File: config.mk
export PLATFORM = sky130hd
export DESIGN_NAME = decoder_ifns_8di_seq
export DESIGN_NICKNAME = d
export VERILOG_FILES = /design/src/rtl/ifns_8di_pkg.sv /design/src/rtl/ifns_weight_rom.sv /design/src/rtl/decoder_ifns_8di_seq.sv
export SDC_FILE = /design/constraint.sdc
export NUM_CORES = 1
export LEC_CHECK = 0
export BUFFER_PORTS_ARGS = -buffer_cell sky130_fd_sc_hd__buf_2
export CAP_MARGIN = 20
export CORE_MARGIN = 10
export CORE_UTILIZATION = 57
export CTS_CLUSTER_SIZE = 16
export DETAILED_ROUTE_END_ITERATION = 10
export PLACE_DENSITY = 0.77
export REMOVE_ABC_BUFFERS = 1
export SLEW_MARGIN = 20
export SYNTH_ARGS = -nofsm -noshare
export SYNTH_HDL_FRONTEND = slang
export SYNTH_SLANG_ARGS = --single-unit
File: constraint.sdc
create_clock -name clk -period 3.65 [get_ports clk]
set_input_delay 0.73 -clock clk [delete_from_list [all_inputs] [get_ports clk]]
set_output_delay 0.73 -clock clk [all_outputs]
set_load 0.005 [all_outputs]
File: src/rtl/ifns_8di_pkg.sv
// ifns_8di_pkg
// Shared definitions for the sequential IFNS 8-bit decoder:
//   - codeword / data / accumulator / index widths
//   - per-bit weight table W[k], k = 1..11 (entries 0 and 12..15 are zero)
//   - FSM state enumeration
package ifns_8di_pkg;

    localparam int CW_W   = 11;  // codeword width
    localparam int DATA_W = 8;   // decoded data width
    localparam int ACC_W  = 9;   // holds the largest sum, 287
    localparam int IDX_W  = 4;   // bit index 1..11

    localparam logic [IDX_W-1:0] IDX_TOP  = 4'd11;
    localparam logic [IDX_W-1:0] IDX_LAST = 4'd1;

    // Weight of codeword bit d[k] lives at entry k. The top weight is 144
    // rather than the next Fibonacci number, so sums run past 255.
    localparam logic [DATA_W-1:0] WEIGHT_TABLE [16] = '{
        8'd0,   8'd1,  8'd1,  8'd2,  8'd3,  8'd5,  8'd8,  8'd13,
        8'd21,  8'd34, 8'd55, 8'd144, 8'd0, 8'd0,  8'd0,  8'd0
    };

    typedef enum logic [1:0] {
        ST_IDLE = 2'd0,
        ST_ACC  = 2'd1,
        ST_DONE = 2'd2
    } state_t;

endpackage

File: src/rtl/ifns_weight_rom.sv
// ifns_weight_rom
// Combinational lookup of the weight for one codeword bit position.
// Ports:
//   idx    [3:0] in  : bit position k (1..11 are meaningful)
//   weight [7:0] out : W[k]; zero for idx 0 and 12..15
module ifns_weight_rom
    import ifns_8di_pkg::*;
(
    input  logic [IDX_W-1:0]  idx,
    output logic [DATA_W-1:0] weight
);

    // One-hot select across the table so every entry is an explicit mux leg.
    logic [DATA_W-1:0] leg [16];

    for (genvar gi = 0; gi < 16; gi++) begin : g_leg
        assign leg[gi] = (idx == IDX_W'(gi)) ? WEIGHT_TABLE[gi] : '0;
    end

    always_comb begin
        weight = '0;
        for (int i = 0; i < 16; i++) begin
            weight = weight | leg[i];
        end
    end

endmodule

File: src/rtl/decoder_ifns_8di_seq.sv
// decoder_ifns_8di_seq
// Bit-serial IFNS decoder: accepts an 11-bit codeword, walks d[11]..d[1]
// one bit per clock, accumulating d[k]*W[k] into a 9-bit sum, then presents
// the low 8 bits plus an overflow flag until the consumer takes them.
// Ports:
//   clk, rst             : clock, synchronous active-high reset
//   in_valid / in_ready  : codeword handshake, in_cw[k-1] = d[k]
//   out_valid / out_ready: result handshake
//   out_data [7:0]       : sum[7:0], zero while out_valid = 0
//   out_err              : sum[8] (codeword decodes above 255)
module decoder_ifns_8di_seq
    import ifns_8di_pkg::*;
(
    input  logic              clk,
    input  logic              rst,
    input  logic              in_valid,
    output logic              in_ready,
    input  logic [CW_W-1:0]   in_cw,
    output logic              out_valid,
    input  logic              out_ready,
    output logic [DATA_W-1:0] out_data,
    output logic              out_err
);

    state_t              state_reg;
    logic [CW_W-1:0]     cw_reg;
    logic [ACC_W-1:0]    acc_reg;
    logic [ACC_W-1:0]    acc_next;
    logic [IDX_W-1:0]    idx_reg;
    logic [DATA_W-1:0]   weight;

    logic                in_ready_reg;
    logic                out_valid_reg;
    logic [DATA_W-1:0]   out_data_reg;
    logic                out_err_reg;

    ifns_weight_rom u_weight_rom (
        .idx    (idx_reg),
        .weight (weight)
    );

    // The captured codeword is shifted left each ACC cycle, so its MSB is
    // always the bit d[idx_reg] being processed.
    always_comb begin
        acc_next = acc_reg;
        if (cw_reg[CW_W-1]) begin
            acc_next = acc_reg + ACC_W'(weight);
        end
    end

    always_ff @(posedge clk) begin
        if (rst) begin
            state_reg     <= ST_IDLE;
            cw_reg        <= '0;
            acc_reg       <= '0;
            idx_reg       <= IDX_TOP;
            in_ready_reg  <= 1'b1;
            out_valid_reg <= 1'b0;
            out_data_reg  <= '0;
            out_err_reg   <= 1'b0;
        end else begin
            case (state_reg)
                ST_IDLE: begin
                    if (in_valid) begin
                        cw_reg       <= in_cw;
                        acc_reg      <= '0;
                        idx_reg      <= IDX_TOP;
                        in_ready_reg <= 1'b0;
                        state_reg    <= ST_ACC;
                    end
                end
                ST_ACC: begin
                    acc_reg <= acc_next;
                    cw_reg  <= cw_reg << 1;
                    idx_reg <= idx_reg - 4'd1;
                    if (idx_reg == IDX_LAST) begin
                        out_valid_reg <= 1'b1;
                        out_data_reg  <= acc_next[DATA_W-1:0];
                        out_err_reg   <= acc_next[ACC_W-1];
                        state_reg     <= ST_DONE;
                    end
                end
                ST_DONE: begin
                    // in_ready goes high together with the return to IDLE,
                    // so no codeword is taken on the consuming edge.
                    if (out_ready) begin
                        out_valid_reg <= 1'b0;
                        out_data_reg  <= '0;
                        out_err_reg   <= 1'b0;
                        in_ready_reg  <= 1'b1;
                        state_reg     <= ST_IDLE;
                    end
                end
                default: begin
                    state_reg     <= ST_IDLE;
                    in_ready_reg  <= 1'b1;
                    out_valid_reg <= 1'b0;
                    out_data_reg  <= '0;
                    out_err_reg   <= 1'b0;
                end
            endcase
        end
    end

    assign in_ready  = in_ready_reg;
    assign out_valid = out_valid_reg;
    assign out_data  = out_data_reg;
    assign out_err   = out_err_reg;

endmodule

==> flow_summary_export.csv, run 1 <==
group,metric,value,unit
final_layout,layout_common_cells,"nor2_1, dfxtp_1, buf_2",
logic_synthesis,yosysSeqAreaShare,33.9,%
routing,wl_per_cell,13.8,µm
global_routing,grt-ovfl-total,0,
routing,wl,4670,µm
global_routing,grt_max_degree,42,
power_and_ir_drop,ir_drop,0.302,mV
status,status,"complete, no violations",
die,rows,22,
worst_setup_path,slowest_delay,0.39,ns
die,die-width,81.9,µm
die,core_region_area,3690,µm²
placement,dp_hpwl,3300,µm
routing,drtIter0Drc,107,
logic_synthesis,synth-edff-count,0,
sta,fin_crit,2.84,ns
clock_tree,cts_buffers,5,
logic_synthesis,syn_area,2190,µm²
final_layout,synthToLayoutAreaGrowth,8.64,%
routing,drc,0,
sta,hold_violations,0,
worst_setup_path,timing.rr.end,"acc_reg[8]$_SDFFE_PP0P_",
global_routing,antenna_found_initial,0,
placement,postPlaceCellArea,2290,µm²
final_layout,stdcell_area,2380,µm²
worst_setup_path,cp_top_family,"compound AO/OA/AOI/OAI gates",
worst_setup_path,cp_max_fo,6,
final_layout,final_common_cell,"nor2_1",
die,die_y,81.9,µm
sta,fin_worst_skew,0.00601,ns
run,max-cap-violations,0,
global_routing,track_usage,14.7,%
worst_setup_path,rr_worst_depth,14,
placement,port_buffers,25,
logic_synthesis,synth_cell_type_count,51,
worst_setup_path,path_cells,"inv_1 > ha_1 > nor3_1 > a21oi_1 > nor2_1 > a21oi_1 > ha_1 > inv_1 > fa_1 > nand2b_1 > a211oi_2 > o31a_1 > nor3_1 > a211o_1",
sta,finalSetupTns,0,ns
logic_synthesis,avgSynthCellArea,8.04,µm²
logic_synthesis,ys_ff_latch,37,
sta,rsz0062_at_grt,"false",
worst_setup_path,r2r_slack,0.81,ns
clock_tree,ctsResizeCount,0,
worst_setup_path,worst-path-buf-inv,2,
clock_tree,htree_levels,2,
global_routing,grt_first_pass_wirelength,7870,µm
routing,routed_via_density,5.62,
logic_synthesis,ys_async_sr_fraction,0,%
die,dieArea,6710,µm²
placement,gp_congestion,0.965,
final_layout,nNetsFinal,317,
worst_setup_path,critPathKind,"flop to flop",
final_layout,diodes,0,
routing,ant_nets,0,
worst_hold_path,hp-class,"flop to flop",
routing,vias,1900,
worst_setup_path,slowest_stage,"fa_1",
logic_synthesis,ys.flop_type,"dfxtp_1",
worst_setup_path,required,3.84,ns
worst_setup_path,critPathArrivalTime,3.03,ns
routing,dr.pass1.iters,4,
worst_hold_path,holdPathEnd,"out_valid$_SDFFE_PP0P_",
final_layout,drive_gt1_share,17.2,%
worst_setup_path,r2r_start,"idx_reg[0]$_SDFFE_PP1P_",
clock_tree,cts_tree,"done",
sta,maxSlewViolCount,0,
die,initial_core_util,59.3,%
worst_hold_path,min_path_cells,2,
clock_tree,post-cts-setup-buffers,0,
clock_tree,clkTransAtPathRegs,0.08,ns
power_and_ir_drop,pwr_density_cell,356,nW/µm²
final_layout,largest_reg_flops,11,
power_and_ir_drop,total_leakage_power,0.996,nW
clock_tree,clockBufferDepth,2,
sta,hold_ws,0.482,ns
worst_hold_path,holdCritStartpoint,"out_valid$_SDFFE_PP0P_",
logic_synthesis,yosys_warnings,0,
clock_tree,holdBufCountCts,0,
clock_tree,root_buffer,"clkbuf_8",
clock_tree,clkLatencyLatePin,0.29,ns
sta,relSlewSlack,45.4,%
global_routing,grt_pass1_vias,1779,
sta,max_slew.worst_pin.slew,0.818,ns
worst_setup_path,cp-start-kind,"flop",
sta,final-setup-viol-count,0,
die,pin_count,26,
worst_setup_path,end_kind,"flop",
sta,fmax,352,MHz
logic_synthesis,synth_cells,272,
sta,finalCritPeriodShare,77.9,%
clock_tree,cts.sinks,37,
==> Yosys cell counts, types with 3 or more instances <==
cell	number	share of area, %
a211o_1	3	1.2
a21oi_1	23	5.3
buf_2	6	1.4
buf_4	4	1.4
clkbuf_1	4	0.69
dfxtp_1	37	34
ha_1	12	6.9
inv_1	8	1.4
mux2i_1	6	2.7
nand2_1	14	2.4
nand2b_1	9	2.6
nand3_1	3	0.69
nand3b_1	5	1.7
nor2_1	61	10
nor2_2	3	0.86
nor2b_1	7	2.0
nor3_1	13	3.0
nor4_1	5	1.4
o211ai_1	3	1.0
o21a_1	3	1.0
o21ai_0	5	1.1
o21ai_1	3	0.69
==> routing by layer <==
layer  wire (µm)  track usage [%]
met3         187             3.93
met2        2190             25.3
met4          89             6.12
met5           0                0
met1        2200             16.8
==> stage by stage <==
step                      worst slack (ns)  std cells  util (%)  total power [mW]
after floorplan                       1.08        256         -             0.531
after global placement               0.910        330      62.1             0.570
after detailed placement             0.817        330      62.1             0.573
after CTS                            0.805        338      64.4             0.854
after global routing                 0.552        338      64.4             0.890
final                                0.806        338      64.4             0.847
==> worst reg2reg max path, stage by stage (launching register included) <==
cell and delay, ns:
dfxtp_1 0.37, inv_1 0.13, ha_1 0.25, nor3_1 0.06
a21oi_1 0.12, nor2_1 0.05, a21oi_1 0.14, ha_1 0.20
inv_1 0.06, fa_1 0.39, nand2b_1 0.20, a211oi_2 0.24
o31a_1 0.23, nor3_1 0.07, a211o_1 0.22
==> power breakdown <==
part | internal (mW) | switching (mW) | total (mW)
logic | 0.0508 | 0.0736 | 0.124
clock network | 0.132 | 0.152 | 0.284
registers | 0.420 | 0.0193 | 0.439
total | 0.602 | 0.245 | 0.847
==> worst max-delay path by stage <==
stage | startpoint | to | slack [ns] | cells past startpoint
after floorplan | idx_reg[0]$_SDFFE_PP1P_ | acc_reg[8]$_SDFFE_PP0P_ | 1.08 | 13
after global placement | idx_reg[0]$_SDFFE_PP1P_ | acc_reg[8]$_SDFFE_PP0P_ | 0.91 | 13
after detailed placement | idx_reg[0]$_SDFFE_PP1P_ | acc_reg[8]$_SDFFE_PP0P_ | 0.82 | 14
after CTS | idx_reg[0]$_SDFFE_PP1P_ | acc_reg[8]$_SDFFE_PP0P_ | 0.81 | 14
after global routing | idx_reg[0]$_SDFFE_PP1P_ | acc_reg[8]$_SDFFE_PP0P_ | 0.55 | 14
final | idx_reg[0]$_SDFFE_PP1P_ | acc_reg[8]$_SDFFE_PP0P_ | 0.81 | 14
==> final cells by class <==
| class | instances | area (µm²) |
|---|---|---|
| Clock buffer | 5 | 68.8 |
| Tap cell | 48 | 60.1 |
| Fill cell | 333 | 1310 |
| Clock inverter | 3 | 17.5 |
| Sequential cell | 37 | 741 |
| Inverter | 8 | 30.0 |
| Multi-Input combinational cell | 211 | 1330 |
| Timing Repair Buffer | 26 | 133 |
==> logic make-up (layout without fill, tap and decap cells) <==
group | count (synthesis) | in the layout | share of synthesized area, %
fa+ha+maj | 13 | 13 | 7.78
simple gates | 127 | 127 | 27.9
mux | 7 | 7 | 3.26
buf+inv | 24 | 42 | 5.49
compound gates | 61 | 61 | 20.5
xor+xnor | 3 | 3 | 1.20
flops | 37 | 37 | 33.9
No activity file was read; power rests on OpenSTA's default activity.
==> inputs of run 2 (changes only) <==
clock period = 2.9 ns   (was 3.65 ns; I/O delays follow)
==> flow_summary_export.csv, run 2 (synthesis results as in run 1) <==
group,metric,value,unit
final_layout,multi_input_area,1350,µm²
worst_setup_path,cp_top_family,"compound AO/OA/AOI/OAI gates",
worst_hold_path,holdPathEnd,"out_data[1]$_SDFFE_PP0P_",
final_layout,fillers,339,
worst_setup_path,cp-start-kind,"flop",
clock_tree,clockBufferDepth,2,
routing,wl_per_cell,13.9,µm
worst_setup_path,required,3.08,ns
worst_setup_path,end_kind,"flop",
routing,vias,1906,
final_layout,synthToLayoutAreaGrowth,12.0,%
routing,dr.pass1.iters,4,
power_and_ir_drop,total_power,1.17,mW
clock_tree,cts_tree,"done",
clock_tree,cts.sinks,37,
worst_setup_path,path_cells,"ha_2 > nor2_1 > a21oi_1 > nor2_1 > a21oi_1 > ha_2 > inv_1 > fa_2 > nand2b_4 > a211oi_2 > o31a_1 > nor3_1 > a211o_1",
clock_tree,clkLatencyLatePin,0.29,ns
die,die_y,81.9,µm
worst_setup_path,r2r_slack,0.21,ns
worst_setup_path,critPathArrivalTime,2.87,ns
sta,fin_worst_skew,0.00769,ns
final_layout,nNetsFinal,320,
power_and_ir_drop,switching_share,25.3,%
power_and_ir_drop,total_leakage_power,1.02,nW
sta,finalCritPeriodShare,92.7,%
routing,routed_via_density,5.59,
clock_tree,htree_levels,2,
power_and_ir_drop,clkPwrFrac,39.0,%
global_routing,antenna_found_initial,0,
final_layout,final_common_cell,"nor2_1",
worst_setup_path,timing.rr.end,"acc_reg[8]$_SDFFE_PP0P_",
final_layout,largest_reg_flops,11,
sta,max_slew.worst_pin.slew,0.723,ns
worst_setup_path,r2r_start,"idx_reg[1]$_SDFFE_PP1P_",
global_routing,grt_first_pass_wirelength,7980,µm
power_and_ir_drop,pwr_density_cell,479,nW/µm²
worst_setup_path,cp_max_fo,6,
routing,drtIter0Drc,92,
worst_hold_path,hp-class,"flop to flop",
routing,ant_nets,0,
global_routing,track_usage,14.7,%
sta,fmax,372,MHz
worst_setup_path,rr_worst_depth,13,
sta,relSlewSlack,51.8,%
sta,fin_crit,2.69,ns
die,pin_count,26,
status,status,"complete, no violations",
final_layout,utilization,66.4,%
global_routing,grt_pass1_vias,1775,
power_and_ir_drop,seq_power_share,46.5,%
die,core_region_area,3690,µm²
final_layout,layout_common_cells,"nor2_1, dfxtp_1, buf_2",
power_and_ir_drop,internal_power,0.877,mW
routing,drc,0,
routing,wl,4730,µm
worst_setup_path,slowest_delay,0.39,ns
sta,final-setup-viol-count,0,
die,initial_core_util,59.3,%
final_layout,diodes,0,
clock_tree,cts_buffers,5,
die,dieArea,6710,µm²
placement,dp_hpwl,3270,µm
worst_setup_path,slowest_stage,"dfxtp_1",
final_layout,seqCellArea,742,µm²
sta,hold_violations,0,
worst_hold_path,holdCritStartpoint,"out_data[1]$_SDFFE_PP0P_",
worst_hold_path,min_path_cells,2,
power_and_ir_drop,p_comb_share,14.5,%
sta,rsz0062_at_grt,"false",
sta,finalSetupTns,0,ns
worst_setup_path,critPathKind,"flop to flop",
global_routing,grt-ovfl-total,0,
clock_tree,root_buffer,"clkbuf_8",
placement,port_buffers,25,
clock_tree,clkTransAtPathRegs,0.07,ns
die,rows,22,
final_layout,drive_gt1_share,20.8,%
placement,gp_congestion,0.937,
worst_setup_path,worst-path-buf-inv,1,
run,max-cap-violations,0,
die,die-width,81.9,µm
sta,maxSlewViolCount,0,
power_and_ir_drop,ir_drop,0.304,mV
power_and_ir_drop,p_sw,0.298,mW
global_routing,grt_max_degree,42,
run 2: cell types whose count changed in the layout (fill, tap and decap cells not counted), sizes merged:
cell,previous run,this run
bufinv,0,1
buf,26,29
clkbuf,5,7
clkinvlp,1,0
clkinv,2,0
run 2: layout make-up:
type / instances / area share [%]
multi-input cells: 211 / 55.0
flip-flops and latches: 37 / 30.3
clock inverters: 1 / 1.23
clock buffers: 7 / 3.52
inverters: 8 / 1.23
well taps: 48 / 2.45
repair buffers: 29 / 6.33
run 2: timing repair:
| action | 4_1_cts | 5_1_grt |
|---|---|---|
| hold buffers | 0 | 0 |
| buffers inserted | 0 | 1 |
| hold endpoints to repair | 0 | 0 |
| resized for setup | 0 | 9 |
| endpoints found under the setup margin | 0 | 5 |
run 2: worst max path at each step:
stage / slack, ns / endpoint / cells after the start / from
final: 0.21 / acc_reg[8]$_SDFFE_PP0P_ / 13 / idx_reg[1]$_SDFFE_PP1P_
after global placement: 0.17 / acc_reg[8]$_SDFFE_PP0P_ / 13 / idx_reg[0]$_SDFFE_PP1P_
after CTS: 0.03 / acc_reg[8]$_SDFFE_PP0P_ / 13 / idx_reg[0]$_SDFFE_PP1P_
after floorplan: 0.33 / acc_reg[8]$_SDFFE_PP0P_ / 13 / idx_reg[0]$_SDFFE_PP1P_
after detailed placement: 0.08 / acc_reg[8]$_SDFFE_PP0P_ / 13 / idx_reg[0]$_SDFFE_PP1P_
after global routing: 0.00006 / acc_reg[8]$_SDFFE_PP0P_ / 12 / idx_reg[2]$_SDFFE_PP0P_
run 2: worst reg2reg max path, cell delays in order (launching register included):
cell	delay, ns
dfxtp_1	0.39
ha_2	0.25
nor2_1	0.06
a21oi_1	0.13
nor2_1	0.05
a21oi_1	0.14
ha_2	0.20
inv_1	0.05
fa_2	0.35
nand2b_4	0.16
a211oi_2	0.26
o31a_1	0.22
nor3_1	0.08
a211o_1	0.23
run 2: power groups by stage:
stage | clock [mW] | sequential (mW) | combinational (mW)
3_3_place_gp | 0 | 0.557 | 0.163
5_1_grt | 0.485 | 0.549 | 0.193
4_1_cts | 0.468 | 0.546 | 0.168
2_1_floorplan | 0 | 0.558 | 0.110
6_report | 0.458 | 0.547 | 0.170
3_5_place_dp | 0 | 0.557 | 0.166
run 2: per-stage QoR:
step | cells | hold WS (ns) | setup WS (ns) | cell area, µm²
after detailed placement | 332 | 0.465 | 0.0788 | 2300
final | 341 | 0.479 | 0.210 | 2450
after CTS | 340 | 0.478 | 0.0301 | 2420
after global placement | 332 | 0.464 | 0.175 | 2300
after global routing | 341 | 0.505 | 0.0000628 | 2450
after floorplan | 256 | 0.443 | 0.330 | 2100
run 2: routing by layer:
metal | GRT usage [%] | wire length, µm
met5 | 0 | 0
met2 | 24.5 | 2310
met1 | 18.1 | 2150
met4 | 5.44 | 58
met3 | 3.28 | 212
